<file path="config.mk">
export PLATFORM = sky130hd
export DESIGN_NAME = bc_game_controller_flat
export DESIGN_NICKNAME = d
export VERILOG_FILES = /design/src/rtl/bc_game_controller_if.sv /design/src/rtl/bc_game_controller.sv /design/src/flat_wrapper.sv
export SDC_FILE = /design/constraint.sdc
export NUM_CORES = 1
export LEC_CHECK = 0
export ABC_AREA = 1
export CELL_PAD_IN_SITES_DETAIL_PLACEMENT = 0
export CELL_PAD_IN_SITES_GLOBAL_PLACEMENT = 1
export CORE_UTILIZATION = 40
export CTS_BUF_LIST = sky130_fd_sc_hd__clkbuf_16
export CTS_CLUSTER_DIAMETER = 150
export CTS_CLUSTER_SIZE = 10
export DETAILED_ROUTE_END_ITERATION = 8
export PLACE_DENSITY = 0.86
export SLEW_MARGIN = 10
export SYNTH_ARGS = -nofsm -noshare
export SYNTH_HDL_FRONTEND = slang
export SYNTH_SLANG_ARGS = --single-unit
export TNS_END_PERCENT = 30
</file>
<file path="constraint.sdc">
create_clock -name clk_i -period 7.1 [get_ports clk_i]
set_input_delay 1.775 -clock clk_i [delete_from_list [all_inputs] [get_ports clk_i]]
set_output_delay 1.775 -clock clk_i [all_outputs]
set_load 0.1 [all_outputs]
</file>
<file path="src/rtl/bc_game_controller_if.sv">
// Port bundle for the Bulls & Cows game sequencer: the confirm/code inputs and the
// game status outputs consumed by the display manager.
interface bc_game_controller_if #(
    parameter int ROUND_W = 8
);
    logic               confirm;
    logic [15:0]        code_in;
    logic [2:0]         state;
    logic [2:0]         bulls;
    logic [2:0]         cows;
    logic               code_err;
    logic               guesser;
    logic [ROUND_W-1:0] round_cnt;

    modport master (
        output confirm,
        output code_in,
        input  state,
        input  bulls,
        input  cows,
        input  code_err,
        input  guesser,
        input  round_cnt
    );

    modport slave (
        input  confirm,
        input  code_in,
        output state,
        output bulls,
        output cows,
        output code_err,
        output guesser,
        output round_cnt
    );
endinterface

</file>
<file path="src/rtl/bc_game_controller.sv">
// Bulls & Cows game sequencer: secret/guess capture, scoring, turn alternation and winner.
// Optional confirm debouncer is enabled by defining BC_DEBOUNCE_EN.
//
// state          | meaning
// IDLE           | waiting for a confirm to start a game
// SECRET_J1      | player 1 enters a secret
// SECRET_J2      | player 2 enters a secret
// GUESS_J1       | player 1 guesses player 2's secret
// GUESS_J2       | player 2 guesses player 1's secret
// WIN_J1         | player 1 found 4 bulls
// WIN_J2         | player 2 found 4 bulls
// DISPLAY_RESULT | showing bulls/cows of the last guess
module bc_game_controller #(
    parameter int DEBOUNCE_CYCLES = 1_000_000,
    parameter int ROUND_W         = 8
) (
    input  logic                    clk_i,
    input  logic                    rst_i,
    bc_game_controller_if.slave     bus_if
);

    typedef enum logic [2:0] {
        S_IDLE      = 3'd0,
        S_SECRET_J1 = 3'd1,
        S_SECRET_J2 = 3'd2,
        S_GUESS_J1  = 3'd3,
        S_GUESS_J2  = 3'd4,
        S_WIN_J1    = 3'd5,
        S_WIN_J2    = 3'd6,
        S_DISPLAY   = 3'd7
    } state_t;

    state_t             state_q, state_d;
    logic [15:0]        secret1_q, secret1_d;
    logic [15:0]        secret2_q, secret2_d;
    logic [2:0]         bulls_q, bulls_d;
    logic [2:0]         cows_q, cows_d;
    logic               code_err_q, code_err_d;
    logic               guesser_q, guesser_d;
    logic [ROUND_W-1:0] round_q, round_d;

    logic               level;
    logic               prev_q;
    logic               tick;

`ifdef BC_DEBOUNCE_EN
    localparam int DB_W = (DEBOUNCE_CYCLES > 1) ? $clog2(DEBOUNCE_CYCLES) : 1;
    localparam logic [DB_W-1:0] DB_RELOAD = DB_W'(DEBOUNCE_CYCLES - 1);

    logic            sync1_q, sync2_q;
    logic            db_q;
    logic [DB_W-1:0] db_cnt_q;

    // Down-counter restarts whenever the synchronised input agrees with the
    // debounced level, so only an unbroken run of differing samples flips it.
    always_ff @(posedge clk_i or posedge rst_i) begin
        if (rst_i) begin
            sync1_q  <= 1'b0;
            sync2_q  <= 1'b0;
            db_q     <= 1'b0;
            db_cnt_q <= DB_RELOAD;
        end else begin
            sync1_q <= bus_if.confirm;
            sync2_q <= sync1_q;
            if (sync2_q == db_q) begin
                db_cnt_q <= DB_RELOAD;
            end else if (db_cnt_q == '0) begin
                db_q     <= sync2_q;
                db_cnt_q <= DB_RELOAD;
            end else begin
                db_cnt_q <= db_cnt_q - 1'b1;
            end
        end
    end

    assign level = db_q;
`else
    logic unused_debounce;
    assign unused_debounce = (DEBOUNCE_CYCLES != 0);
    assign level = bus_if.confirm;
`endif

    always_ff @(posedge clk_i or posedge rst_i) begin
        if (rst_i) begin
            prev_q <= 1'b0;
        end else begin
            prev_q <= level;
        end
    end

    assign tick = level & ~prev_q;

    function automatic logic code_valid(input logic [15:0] c);
        logic ok;
        ok = 1'b1;
        for (int i = 0; i < 4; i++) begin
            if (c[i*4 +: 4] > 4'd9) ok = 1'b0;
            for (int j = i + 1; j < 4; j++) begin
                if (c[i*4 +: 4] == c[j*4 +: 4]) ok = 1'b0;
            end
        end
        return ok;
    endfunction

    // Returns {bulls, cows}; digit order is irrelevant as long as both sides share it.
    function automatic logic [5:0] score(input logic [15:0] g, input logic [15:0] s);
        logic [2:0] b;
        logic [2:0] c;
        b = 3'd0;
        c = 3'd0;
        for (int i = 0; i < 4; i++) begin
            for (int j = 0; j < 4; j++) begin
                if (g[i*4 +: 4] == s[j*4 +: 4]) begin
                    if (i == j) b = b + 3'd1;
                    else        c = c + 3'd1;
                end
            end
        end
        return {b, c};
    endfunction

    logic        valid;
    logic [15:0] opp_secret;
    logic [5:0]  result;

    assign valid      = code_valid(bus_if.code_in);
    assign opp_secret = (state_q == S_GUESS_J1) ? secret2_q : secret1_q;
    assign result     = score(bus_if.code_in, opp_secret);

    always_ff @(posedge clk_i or posedge rst_i) begin
        if (rst_i) begin
            state_q    <= S_IDLE;
            secret1_q  <= '0;
            secret2_q  <= '0;
            bulls_q    <= '0;
            cows_q     <= '0;
            code_err_q <= 1'b0;
            guesser_q  <= 1'b0;
            round_q    <= '0;
        end else begin
            state_q    <= state_d;
            secret1_q  <= secret1_d;
            secret2_q  <= secret2_d;
            bulls_q    <= bulls_d;
            cows_q     <= cows_d;
            code_err_q <= code_err_d;
            guesser_q  <= guesser_d;
            round_q    <= round_d;
        end
    end

    always_comb begin
        state_d    = state_q;
        secret1_d  = secret1_q;
        secret2_d  = secret2_q;
        bulls_d    = bulls_q;
        cows_d     = cows_q;
        code_err_d = code_err_q;
        guesser_d  = guesser_q;
        round_d    = round_q;

        case (state_q)
            S_IDLE: begin
                if (tick) state_d = S_SECRET_J1;
            end
            S_SECRET_J1: begin
                if (tick) begin
                    if (valid) begin
                        secret1_d  = bus_if.code_in;
                        code_err_d = 1'b0;
                        state_d    = S_SECRET_J2;
                    end else begin
                        code_err_d = 1'b1;
                    end
                end
            end
            S_SECRET_J2: begin
                if (tick) begin
                    if (valid) begin
                        secret2_d  = bus_if.code_in;
                        code_err_d = 1'b0;
                        state_d    = S_GUESS_J1;
                    end else begin
                        code_err_d = 1'b1;
                    end
                end
            end
            S_GUESS_J1: begin
                if (tick) begin
                    if (valid) begin
                        bulls_d    = result[5:3];
                        cows_d     = result[2:0];
                        guesser_d  = 1'b0;
                        code_err_d = 1'b0;
                        state_d    = (result[5:3] == 3'd4) ? S_WIN_J1 : S_DISPLAY;
                    end else begin
                        code_err_d = 1'b1;
                    end
                end
            end
            S_GUESS_J2: begin
                if (tick) begin
                    if (valid) begin
                        bulls_d    = result[5:3];
                        cows_d     = result[2:0];
                        guesser_d  = 1'b1;
                        code_err_d = 1'b0;
                        if (round_q != '1) round_d = round_q + 1'b1;
                        state_d    = (result[5:3] == 3'd4) ? S_WIN_J2 : S_DISPLAY;
                    end else begin
                        code_err_d = 1'b1;
                    end
                end
            end
            S_DISPLAY: begin
                if (tick) state_d = guesser_q ? S_GUESS_J1 : S_GUESS_J2;
            end
            S_WIN_J1, S_WIN_J2: begin
                if (tick) begin
                    state_d   = S_IDLE;
                    secret1_d = '0;
                    secret2_d = '0;
                    bulls_d   = '0;
                    cows_d    = '0;
                    round_d   = '0;
                    guesser_d = 1'b0;
                end
            end
            default: state_d = S_IDLE;
        endcase

        if (state_d != state_q) code_err_d = 1'b0;
    end

    assign bus_if.state     = state_q;
    assign bus_if.bulls     = bulls_q;
    assign bus_if.cows      = cows_q;
    assign bus_if.code_err  = code_err_q;
    assign bus_if.guesser   = guesser_q;
    assign bus_if.round_cnt = round_q;

endmodule

</file>
<file path="src/flat_wrapper.sv">
// flat-port wrapper written by rule: the top's interface ports become plain ports
module bc_game_controller_flat 
#(
    parameter int DEBOUNCE_CYCLES = 1_000_000,
    parameter int ROUND_W         = 8
)
  (clk_i, rst_i, bus_if_confirm, bus_if_code_in, bus_if_state, bus_if_bulls, bus_if_cows, bus_if_code_err, bus_if_guesser, bus_if_round_cnt);
  bc_game_controller_if #(.ROUND_W(ROUND_W)) bus_if_i ();
  input  logic clk_i;
  input  logic rst_i;
  input wire logic [$bits(bus_if_i.confirm)-1:0] bus_if_confirm;
  input wire logic [$bits(bus_if_i.code_in)-1:0] bus_if_code_in;
  output wire logic [$bits(bus_if_i.state)-1:0] bus_if_state;
  output wire logic [$bits(bus_if_i.bulls)-1:0] bus_if_bulls;
  output wire logic [$bits(bus_if_i.cows)-1:0] bus_if_cows;
  output wire logic [$bits(bus_if_i.code_err)-1:0] bus_if_code_err;
  output wire logic [$bits(bus_if_i.guesser)-1:0] bus_if_guesser;
  output wire logic [$bits(bus_if_i.round_cnt)-1:0] bus_if_round_cnt;
  assign bus_if_i.confirm = bus_if_confirm;
  assign bus_if_i.code_in = bus_if_code_in;
  assign bus_if_state = bus_if_i.state;
  assign bus_if_bulls = bus_if_i.bulls;
  assign bus_if_cows = bus_if_i.cows;
  assign bus_if_code_err = bus_if_i.code_err;
  assign bus_if_guesser = bus_if_i.guesser;
  assign bus_if_round_cnt = bus_if_i.round_cnt;
  bc_game_controller #(.DEBOUNCE_CYCLES(DEBOUNCE_CYCLES), .ROUND_W(ROUND_W)) u_core (.clk_i(clk_i), .rst_i(rst_i), .bus_if(bus_if_i));
endmodule
</file>
* Yosys cells after proc, flatten, opt, wreduce, memory -nomap -nowiden
Cells that the tools add are included.
W data, S select, Z words.
** Word-level totals
- Bits in registers :: 52
- Input port bits :: 19
- Output and inout port bits :: 19
- Logic and storage cells :: 160
** Operators by class
- Add/subtract/negate cells :: 15
- $lt $le $gt $ge :: 4
- Equal/unequal tests :: 44
- Muxes and demuxes :: 69
- Bitwise logic cells :: 2
- Reduce and logical (&&, ||, !) cells :: 17
** Operator list (count)
- $mux W3 :: 31
- $eq A4 B4 Y1 :: 22
- $mux W16 :: 4
- $pmux W16 S2 :: 2
- $add A3 B1 Y3 const B :: 12
- $mux W8 :: 4
- $ne A2 B1 Y1 const B :: 12
- $mux W1 :: 22
- $pmux W3 S7 :: 1
- $gt A4 B4 Y1 const B :: 4
- $pmux W8 S2 :: 1
- $eq A3 B3 Y1 const B :: 5
- $pmux W3 S2 :: 2
- $reduce_and A4 Y1 :: 3
- $reduce_bool A2 Y1 :: 6
- $add A8 B1 Y8 const B :: 1
- $ne A8 B8 Y1 const B :: 1
- $eq A3 B2 Y1 const B :: 2
- $reduce_and A6 Y1 :: 1
- $reduce_and A5 Y1 :: 1
- $add A1 B1 Y2 const B :: 2
- $reduce_or A2 Y1 :: 2
- $reduce_or A4 Y1 :: 1
- $eq A3 B1 Y1 const B :: 1
- other kinds (8) :: 8

* Logic depth before layout (Yosys ltp)
Gate-level depths: netlist of the first run.
- Depth in word-level cells :: 29
- Mapped depth :: 46
- Gate-level depth less buffers :: 45

* Worst setup path before layout of the first run
Ideal clock, no wire load.
- Path kind :: in2reg
- Start :: input bus_if_code_in[2]
- End :: register u_core.cows_q[2] (netlist: u_core.bus_if.cows[2])
- Library setup time :: 125 ps
- Arrival :: 6883 ps
- Data required time :: 6975 ps
- Setup slack :: 92 ps
- Stages on the path :: 40
- Path buffers :: 1
- Cell sequence :: clkbuf_1 -> inv_1 -> xor2_1 -> inv_1 -> nor4_1 -> ha_1 -> inv_1 -> nand2_2 -> nand2_2 -> inv_1 -> ha_1 -> inv_1 -> nand2_1 -> nand2_1 -> inv_1 -> nand2_1 -> nand3_1 -> nand2_1 -> [... 4 more ...] -> nand3_1 -> nand2_1 -> ha_1 -> or2_0 -> nand2_1 -> nand3_1 -> nand3_1 -> nand3_1 -> and2_1 -> ha_1 -> nand2_2 -> xnor2_2 -> xor2_1 -> xor2_1 -> xor2_1 -> inv_1 -> nor2_1 -> o21ai_1
** On the way
- Cells in the longest elaborated chain, start to end :: 27
- Elaborated cells on any way between the ends :: 45
- Those cells by class :: add/sub: 11; order compare: 1; eq/ne: 7; mux: 25; reduce/logical: 1
** Ends and longest elaborated chain
- start: declaration :: RTL line flat_wrapper.sv:12 : input wire logic [$bits(bus_if_i.code_in)-1:0] bus_if_code_in;
- $eq A4 B4 Y1 :: RTL line bc_game_controller.sv:113 : if (g[i*4 +: 4] == s[j*4 +: 4]) begin
- $mux W1 :: RTL line bc_game_controller.sv:113
- $add A1 B1 Y2 :: RTL line bc_game_controller.sv:115 : else c = c + 3'd1;
- $mux W3 :: RTL line bc_game_controller.sv:113
- $add A3 B1 Y3 :: RTL line bc_game_controller.sv:115
- $mux W3 :: RTL line bc_game_controller.sv:113
- $add A3 B1 Y3 :: RTL line bc_game_controller.sv:115
- $mux W3 :: RTL line bc_game_controller.sv:113
- [... 11 more ...]
- $mux W3 :: RTL line bc_game_controller.sv:113
- $add A3 B1 Y3 :: RTL line bc_game_controller.sv:115
- $mux W3 :: RTL line bc_game_controller.sv:113
- $add A3 B1 Y3 :: RTL line bc_game_controller.sv:115
- $mux W3 :: RTL line bc_game_controller.sv:113
- $mux W3 :: RTL line bc_game_controller.sv:190, bc_game_controller.sv:203
- $mux W3 :: RTL line bc_game_controller.sv:202 : if (tick) begin
- $pmux W3 S2 :: RTL line bc_game_controller.sv:162 : case (state_q)
- end signal: assignment :: RTL line bc_game_controller.sv:145 : cows_q <= cows_d;
- end: declaration :: RTL line bc_game_controller.sv:37 : logic [2:0] cows_q, cows_d;
Parallel ways exist; a longest one is shown, timed or not. The select of a mux whose other input is x is not followed.
A chain may end at the register's enable or synchronous reset.

* Worst setup path after layout of the first run
Same ends and word-level chain as after synthesis.

==> results.md, run 1 <==
- The startpoint of the worst setup timing path is bus_if_code_in[2].
- The via density per instance is 5.038.
- The setup check on the worst reg-to-reg path leaves a slack of about 0.63 ns.
- The wire-length estimate of the detail-placed layout is 10,420 µm.
- In this run, synthesis inferred 0 flip-flops with an integrated enable.
- Before CTS, the worst setup slack after placement is -0.4184 ns.
- The portion of the post-synthesis area used by sequential elements is 0.2564.
- After clock tree synthesis, the clock-pin slew on the worst setup and hold paths is 0.07 ns.
- The final-report setup violation count is 0.
- In the layout the commonest cells are nand2_1, inv_1, xor2_1.
- The insertion delay to the later sink of the worst-skew pair is ~0.30 ns.
- The category of the most critical setup path is primary input to register.
- The number of distinct library cells after synthesis is 48.
- The maximum level of the CTS H-tree is 2.
- The synthesized netlist occupies a cell area of 5075 µm².
- The post-synthesis area per instance is 7.148 µm².
- The final-report hold violation count is 0.
- The area overhead of the layout relative to synthesis is 22.44%.
- After clock tree synthesis, the flow added hold-fix buffers numbering 0.
- For this configuration, the core starts out at a cell density of 0.4156.
- For this run, the slowest stage of the critical path takes ~0.3 ns.
- The number of global-route vias before repair came to 4,588.
- The run finished with clean final reports.
- Across all layers, the routed design uses between 4,000 and 5,000 vias.
- The endpoint of the lowest-slack register-to-register path is u_core.bus_if.cows[2].
- The required time of the critical path is between 7 and 8 ns.
- Measured against its own limit, the worst slew margin works out to 0.3444.
- The number of antenna violations at the first check in global routing is 0.
- In the finished design, the share of the clock period the worst path needs comes to 0.9558.
- The repair_antennas step left the layout with diodes totalling 0.
- The number of standard cells after synthesis is 710.
- The maximum clock rate is around 150 MHz.
- The startpoint of the worst-slack reg-to-reg timing path is u_core.bus_if.state[1].
- The kind of start point of the critical path is a primary input.
- The largest individual stage delay along the critical path comes from the cell or2_2.
- The number of nets in the synthesized netlist is 745.
- The area of the die is 13,140 µm².
- Along the worst hold path, the cell count comes to 2.
- In the final design database the tool counted 815 nets.
- The maximum buffer depth of the clock tree is 2.
- The global-route wire length before repair is 22,430 µm.
- The remaining antenna violation count is 0.
- Counting I/O delays and the setup requirement, the final critical path takes approximately 6.8 ns.
- The floorplan step set the die width to 114.6 µm.
- The most frequently used flop master after synthesis is dfrtp_1.
- The total clock sinks is 52.
- Wires add up to 13,770 µm.
- Routability-driven placement finished with a final weighted congestion of 0.9010.
- Before antenna repair, the detailed router went through 6 iterations.
- The register bit total from synthesis is 52.
- The worst-case clock skew is 0.01158 ns.
- The number of cells on the worst reg-to-reg path is 41.
- Of all flip-flops after synthesis, the portion carrying an async set or reset was 1.000.
- The count of unresolved DRC violations after routing is 0.
- The final number of max-transition violations is 0.
- Entering global routing, the biggest net connects 53 pins.
- The total congestion overflow is 0.
- The cell occurring most often along the worst timing path is nand2_1.
- The top fanout value on the critical path is 5.
- Port buffering added 37 buffers.
- On the final layout, the worst hold slack is 0.4822 ns.
- In the global route stage, overall resource usage came out at 0.2161.
- The max-capacitance violation count is 0.
- Leaving out fill and tap cells, the most frequent cell in the layout is nand2_1.
- For the pin with the worst max-slew slack, the measured transition is 0.9803 ns.
- The worst endpoint data arrival time is about 7 ns.
- Pin placement for this block handled 38 I/O pins.
- The Yosys warning count is 0.
- The critical path ends at u_core.bus_if.cows[2].
- The total CTS buffers is 5.
- In the final layout, the share of cells above drive strength 1 is 0.2241.
- The worst hold path belongs to the class register to register.
- TritonCTS built the clock tree.
- The total number of placement rows is 40.
- After detailed routing, the average wire length per cell comes to 14.51 µm.
- STA classifies the critical path endpoint as a register.
- The vertical die dimension is 114.6 µm.
- For this block, the initial DRC count from the detailed router was 309.
- The minimum setup slack in the final design is between 0.3 and 0.4 ns.
- The core region area is about 12,000 µm².
- The clock tree root driver cell is clkbuf_16.
-- Yosys cell counts (2+ instances only) --
library cell    n  area [µm²]
inv_1          89       334.1
nor3b_1         2       15.01
xnor2_1         6       52.55
dfrtp_1        52        1301
buf_2           4       20.02
nand3_2        12       120.1
buf_4           2       15.01
inv_2           2       7.510
nor4_1          4       25.02
and2_1          4       25.02
xor2_1         69       604.3
a221oi_1        2       17.52
nor2_1         43       161.4
ha_1           16       200.2
nand2_2        25       156.4
nand3_1        71       355.3
nor2_2          2       12.51
o21ai_2         9       78.83
or2_0           3       18.77
nor2_4          5       56.30
a21oi_1        12       60.06
buf_12          2       40.04
nand4_1        12       75.07
mux2_2         17       191.4
o41ai_1         2       17.52
nand2_1       155       581.8
or2_2           5       31.28
nor3_1         10       50.05
o21ai_0        34       170.2
clkbuf_1       16       60.06
nand2_4         6       67.56
-- per-stage QoR --
| stage | setup TNS [ns] | util | area, µm² | cells |
|---|---|---|---|---|
| CTS | 0 | 0.4949 | 6043 | 946 |
| floorplan | 0 | - | 5075 | 710 |
| global route | -0.05967 | 0.5088 | 6213 | 949 |
| detailed placement | -0.6445 | 0.4806 | 5869 | 938 |
| global placement | -0.2889 | 0.4806 | 5869 | 938 |
| finish | 0 | 0.5088 | 6213 | 949 |
-- layout make-up --
| class | instances | area, µm² |
|---|---|---|
| Clock buffer | 5 | 125.1 |
| Clock inverter | 3 | 42.54 |
| Fill cell | 1210 | 5998 |
| Inverter | 93 | 352.8 |
| Multi-Input combinational cell | 540 | 3426 |
| Sequential cell | 52 | 1301 |
| Tap cell | 168 | 210.2 |
| Timing Repair Buffer | 88 | 755.7 |
-- worst min path at each step --
stage                                from               endpoint  slack [ns]
global route        u_core.bus_if.cows[0]  u_core.bus_if.cows[0]        0.49
floorplan            u_core.secret1_q[10]   u_core.secret1_q[10]        0.48
global placement    u_core.bus_if.cows[0]  u_core.bus_if.cows[0]        0.46
finish              u_core.bus_if.cows[0]  u_core.bus_if.cows[0]        0.48
CTS                 u_core.bus_if.cows[0]  u_core.bus_if.cows[0]        0.48
detailed placement  u_core.bus_if.cows[0]  u_core.bus_if.cows[0]        0.47
-- critical path, delay by kind of cell --
kind,cells,cell delay [ns]
AO/OA/AOI/OAI,2,0.26
adder cells (fa/ha/maj),5,1.16
AND/OR/NAND/NOR,23,2.34
XOR/XNOR,4,0.65
buffers and inverters,8,0.81
-- registers in the layout, summed over array words and instances (netlist names), 3 cells and up --
| signal | count |
|---|---|
| u_core.secret2_q | 16 |
| u_core.bus_if.cows | 3 |
| u_core.bus_if.round_cnt | 8 |
| u_core.bus_if.bulls | 3 |
| u_core.secret1_q | 16 |
| u_core.bus_if.state | 3 |
-- logic make-up after synthesis --
kind of cell             Yosys count  share of synthesized area
AO/OA/AOI/OAI                     70                    0.08581
XOR/XNOR                          76                     0.1326
adder cells (fa/ha/maj)           16                    0.03945
buffers and inverters            118                    0.09813
flip-flops                        52                     0.2564
multiplexers                      17                    0.03772
AND/OR/NAND/NOR                  361                     0.3498
-- what timing repair did --
item / CTS / global route
setup endpoints to repair: 1 / 2
pin swaps: 4 / 13
gates resized for setup: 5 / 30
buffers inserted: 0 / 3
-- per-layer routing --
metal	track usage	share of wire
met3	0.02118	0.029
met2	0.3648	0.47
met1	0.2919	0.48
met5	0	0
met4	0.06407	0.018
Power of run 1 is left out: the tool's default activity adds up to more than one toggle a clock period on the data nets, which glitch-free logic cannot reach.
==> run 2, diff against run 1 <==
Settings changed: CORE_UTILIZATION 40 to 44, HOLD_SLACK_MARGIN set to 0.03, PLACE_DENSITY 0.86 to 0.93, SKIP_LAST_GASP set to 1.
==> results.md, run 2 (same netlist as run 1, synthesis figures left out) <==
- The number of ports placed on the die boundary is 38 (unchanged).
- The final-report setup violation count is 0 (unchanged).
- The worst-case clock skew is 0.006100 ns (-0.005485 ns).
- The global-route usage over all layers is 0.2402 (+0.02412).
- The top fanout value on the critical path was 3 (-2).
- Relative to the synthesized area, the layout overhead comes to 19.08%.
- The post-layout minimum cycle time is 6.787 ns (+0.0008140 ns).
- The setup TNS is 0 ns (unchanged).
- The worst slack on hold paths is 0.4864 ns (+0.004184 ns).
- The worst endpoint data arrival time was 7.01 ns (about the same).
- For this design, the slowest cell found on the critical path is or2_2.
- The flow ran to the end, and the final reports show no timing, DRC or antenna violations.
- The final number of max-transition violations came to 0 (unchanged).
- The number of antenna cells inserted came to 0 (unchanged).
- The number of DRC markers after the initial detailed-route iteration is 334 (+8.1%).
- The worst max-slew margin expressed relative to the limit is 0.3508 (+0.006433).
- The maximum number of pins on one net before global-route repair is 53 (unchanged).
- The maximum level of the CTS H-tree is 2 (unchanged).
- The via density per instance is 5.337 (+5.9%).
- The kind of start point of the critical path is a primary input.
- The final RePlAce weighted congestion is 0.9495 (+5.4%).
- The worst slack at placement is -0.3315 ns (+0.08693 ns).
- The count of unresolved DRC violations after routing is 0 (unchanged).
- The maximum buffer depth of the clock tree was 2 (unchanged).
- The global-route wire length before repair is 22,500 µm (+0.31%).
- The effective utilization at floorplan is 0.4601 (+0.04450).
- The iteration count of the initial detailed-routing pass is 5 (-1).
- The number of antenna violations at the first check in global routing came to 0 (unchanged).
- CTS placed an instance of clkbuf_16 at the clock tree root.
- The post-CTS repair timing setup buffer count is 0 (unchanged).
- The insertion delay to the later sink of the worst-skew pair was 0.29 ns (about the same).
- The register clock-pin slew on the reported worst setup and hold paths was 0.06 ns (about the same).
- The net count of the finished layout is 805 (-1.2%).
- The maximum single-stage delay on the critical path is 0.30 ns (about the same).
- The area of the die is 11,970 µm² (-8.9%).
- TritonCTS built the clock tree.
- The utilization after layout was 0.5479 (+0.03906).
- The minimum setup slack in the final design is 0.3130 ns (-0.0008140 ns).
- The remaining antenna violation count is 0 (unchanged).
- The top cell types in the final layout, fill and taps aside, are nand2_1, inv_1, xor2_1.
- The horizontal extent of the die came to 109.4 µm (-4.6%).
- The number of global-route vias before repair is 4,713 (+2.7%).
- The maximum clock rate is 147.3 MHz (about the same).
- The total CTS buffers is 5 (unchanged).
- The average detailed-routed wire length per instance is 14.93 µm (+2.9%).
- The placed wire-length estimate is 10,600 µm (+1.7%).
- The vertical die dimension is 109.4 µm (-4.6%).
- The endpoint kind of the worst setup timing path is a register.
- The core region area was 11,030 µm² (-9.7%).
- The ratio of final minimum period to clock period is 0.9559 (about the same).
- The total via count in the routed design is 4,851 (+1.5%).
- The total congestion overflow is 0 (unchanged).
- The total of buffers placed on input and output ports came to 37 (unchanged).
- The required time of the critical path is 7.32 ns (about the same).
- The actual transition at the worst max-transition pin was 0.9707 ns (-0.009619 ns).
- The total number of placement rows is 38 (-5.0%).
- The max-capacitance violation count is 0 (unchanged).
- The library cell used most frequently in the layout, excluding fill and tap cells, is nand2_1.
- The final-report hold violation count is 0 (unchanged).
- By instance count, the cell type seen most on the critical path is nand2_1.
- The tightest min-delay check is of the register to register type.
- The share of final-layout standard cells stronger than drive strength 1 is 0.2081 (-0.01601).
- The critical path in this run is classified as primary input to register.
- The total clock sinks came to 52 (unchanged).
- The total wirelength of the detailed-routed design is 13,570 µm (-1.5%).
## run 2: per-layer routing
metal	global-route usage	routed length, µm	vias up
li1	-	-	2394
met1	0.3095	6019	2277
met2	0.4128	6447	150
met3	0.03082	721	30
met4	0.08286	383	0
met5	0	0	-
## run 2: worst max-delay path, delay by kind of cell
family	cells	cell delay, ns
simple gates	24	2.56
fa+ha+maj	5	1.16
xor+xnor	4	0.65
buf+inv	6	0.56
compound gates	2	0.29
## run 2: path summary, 6_finish.rpt
| path | depth (start not counted) | startpoint | slack [ns] | end |
|---|---|---|---|---|
| worst max-delay path | 41 | bus_if_code_in[2] | 0.31 | u_core.bus_if.cows[2] |
| worst min register to register | 2 | u_core.bus_if.cows[0] | 0.49 | u_core.bus_if.cows[0] |
| worst max register to register | 41 | u_core.bus_if.state[1] | 0.49 | u_core.bus_if.cows[2] |
| min in group asynchronous | 2 | rst_i | 1.97 | u_core.bus_if.state[0] |
| worst min-delay path | 2 | u_core.bus_if.cows[0] | 0.49 | u_core.bus_if.cows[0] |
| max in group asynchronous | 2 | rst_i | 4.59 | u_core.secret1_q[2] |
## run 2: timing repair
action                                  CTS  global route
resized for setup                         3            28
hold endpoints to repair                  0             0
endpoints found under the setup margin    1             2
pin swaps                                 1            12
hold buffers                              0             0
## run 2: metrics by stage
stage	cells	instance area (µm²)
2_1_floorplan	710	5075
3_3_place_gp	903	5782
3_5_place_dp	903	5782
5_1_grt	909	6043
4_1_cts	909	5946
6_report	909	6043
## run 2: layout make-up
class | instances | area, µm²
inverter | 93 | 352.8
multi-input combinational | 540 | 3378
clock buffer | 5 | 125.1
fill | 1090 | 4987
clock inverter | 1 | 30.03
timing repair buffer | 78 | 680.7
sequential | 52 | 1301
tap | 140 | 175.2
Power of run 2 is left out for the same reason.
==> run 3, diff against run 2 <==
Settings changed: SETUP_SLACK_MARGIN set to 0.1.
==> results.md, run 3 (same netlist as run 1, synthesis figures left out) <==
- The flow ran to the end, and the final reports show no timing, DRC or antenna violations.
- The worst hold path belongs to the class register to register.
- The worst max-slew margin expressed relative to the limit came to 0.3411 (-0.009758).
- The worst slack on hold paths is 0.4789 ns (-0.007488 ns).
- For this design, the slowest cell found on the critical path is ha_1.
- STA classifies the critical path startpoint as a primary input.
- The endpoint of the lowest-slack register-to-register path is u_core.bus_if.cows[2].
- The area taken by multi-input logic gates was 3477 µm² (+2.9%).
- The register-to-register setup slack is 0.66 ns (+0.17 ns).
- The actual transition at the worst max-transition pin came to 0.9853 ns (+0.01459 ns).
- The top fanout value on the critical path is 3 (unchanged).
- The total via count in the routed design came to 4,903 (+1.1%).
- The maximum buffer depth of the clock tree is 2 (unchanged).
- The maximum single-stage delay on the critical path came to 0.30 ns (about the same).
- The via density per instance came to 5.388 (+0.96%).
- The register clock-pin slew on the reported worst setup and hold paths is 0.07 ns (about the same).
- The net count of the finished layout is 804 (-0.12%).
- The filler cell count is 1,063 (-2.5%).
- The endpoint kind of the worst setup timing path is a register.
- The library cells used most frequently in the layout, excluding fill and tap cells, are nand2_1, inv_1, xor2_1.
- The worst endpoint data arrival time is 6.93 ns (-0.08 ns).
- The area overhead of the layout relative to synthesis is 20.61%.
- The required time of the critical path is 7.33 ns (about the same).
- The post-layout minimum cycle time is 6.691 ns (-0.09639 ns).
- In this design, the largest share of critical-path delay is due to simple AND/OR/NAND/NOR gates.
- The ratio of final minimum period to clock period is 0.9423 (-0.01358).
- The maximum clock rate is 149.5 MHz (+1.4%).
- The number of DRC markers after the initial detailed-route iteration is 386 (+16%).
- The final-report hold violation count is 0 (unchanged).
- The average detailed-routed wire length per instance is 15.41 µm (+3.2%).
- The share of final-layout standard cells stronger than drive strength 1 came to 0.2286 (+0.02051).
- The total of buffers placed on input and output ports is 37 (unchanged).
- The most critical setup path has its startpoint at bus_if_code_in[2].
- The final number of max-transition violations came to 0 (unchanged).
- The number of antenna cells inserted was 0 (unchanged).
- The final RePlAce weighted congestion is 0.8928 (-6.0%).
- The count of hold buffers inserted by post-cts repair came to 0 (unchanged).
- The insertion delay to the later sink of the worst-skew pair is 0.30 ns (about the same).
- The total congestion overflow is 0 (unchanged).
- The clock tree root driver cell is clkbuf_16.
- The iteration count of the initial detailed-routing pass is 5 (unchanged).
- The end point of the critical path is u_core.bus_if.cows[2].
- The depth of the worst register-to-register path was 42 (+2.4%).
- Setup repair after global routing left no endpoint under its margin.
- The horizontal extent of the die is 109.4 µm (unchanged).
- The TritonCTS clock tree is built.
- The count of unresolved DRC violations after routing was 0 (unchanged).
- The register cell area after layout was 1301 µm² (unchanged).
- The total number of placement rows came to 38 (unchanged).
- The worst-case clock skew was 0.006710 ns (+0.0006099 ns).
- The number of antenna violations at the first check in global routing came to 0 (unchanged).
- The maximum level of the CTS H-tree is 2 (unchanged).
- The core region area is 11,030 µm² (unchanged).
- The total clock sinks came to 52 (unchanged).
- The worst path buffer plus inverter count is 8 (+2).
- The final-report setup violation count is 0 (unchanged).
- The max-capacitance violation count is 0 (unchanged).
- The total wirelength of the detailed-routed design is 14,030 µm (+3.3%).
- The logic depth of the worst setup path including buffers came to 42 (+2.4%).
- The category of the most critical setup path is primary input to register.
- The worst register-to-register path begins at u_core.bus_if.state[1].
- The global-route usage over all layers is 0.2396 (-0.0006526).
- The effective utilization at floorplan is 0.4601 (unchanged).
- The global-route wire length before repair is 22,180 µm (-1.4%).
- The maximum number of pins on one net before global-route repair came to 53 (unchanged).
- The number of ports placed on the die boundary is 38 (unchanged).
- The vertical die dimension is 109.4 µm (unchanged).
- The total CTS buffers was 5 (unchanged).
- The remaining antenna violation count was 0 (unchanged).
- The number of global-route vias before repair is 4,666 (-1.0%).
- The library cell used most frequently in the layout, excluding fill and tap cells, is nand2_1.
- The placed wire-length estimate is 10,280 µm (-3.0%).
- The area of the die was 11,970 µm² (unchanged).
==> run 3: worst min-delay path: stages, from the launching register on <==
cell and delay (ns):
dfrtp_1 0.34, nand2_1 0.05, nand2_1 0.05
==> run 3: layer usage <==
| layer | vias up | share of wire | GRT usage |
|---|---|---|---|
| li1 | 2404 | - | - |
| met1 | 2298 | 0.45 | 0.3103 |
| met5 | - | 0 | 0 |
| met3 | 38 | 0.048 | 0.03675 |
| met4 | 0 | 0.039 | 0.1171 |
| met2 | 163 | 0.46 | 0.3886 |
==> run 3: metrics by stage <==
step	area, µm²	std cells	utilization	setup slack [ns]	TNS (ns)
2_1_floorplan	5081	710	-	0.1894	0
3_3_place_gp	5728	895	0.5193	-0.2250	-0.2735
3_5_place_dp	5728	895	0.5193	-0.4519	-0.6300
4_1_cts	5916	904	0.5363	0.1162	0
5_1_grt	6121	910	0.5549	0.01157	0
6_report	6121	910	0.5549	0.4094	0
==> run 3: worst min path at each step <==
stage	slack [ns]	depth (start not counted)	end	startpoint
4_1_cts	0.48	2	u_core.bus_if.cows[1]	u_core.bus_if.cows[1]
2_1_floorplan	0.48	1	u_core.secret1_q[10]	u_core.secret1_q[10]
5_1_grt	0.51	2	u_core.bus_if.cows[0]	u_core.bus_if.cows[0]
3_3_place_gp	0.46	2	u_core.bus_if.cows[0]	u_core.bus_if.cows[0]
6_report	0.48	2	u_core.bus_if.cows[1]	u_core.bus_if.cows[1]
3_5_place_dp	0.46	2	u_core.bus_if.cows[1]	u_core.bus_if.cows[1]
==> run 3: layout make-up <==
cell class | count | area share
Tap cell | 140 | 0.02862
Clock buffer | 5 | 0.02044
Inverter | 93 | 0.05765
Multi-Input combinational cell | 541 | 0.5681
Timing Repair Buffer | 76 | 0.1057
Clock inverter | 3 | 0.006950
Sequential cell | 52 | 0.2126
==> run 3: repair_timing <==
| action | in CTS | in global routing |
|---|---|---|
| resized for setup | 8 | 44 |
| setup endpoints to repair | 1 | 2 |
| setup buffers | 1 | 5 |
| cloned | 0 | 1 |
| pin swaps | 1 | 29 |
Power of run 3 is left out for the same reason.
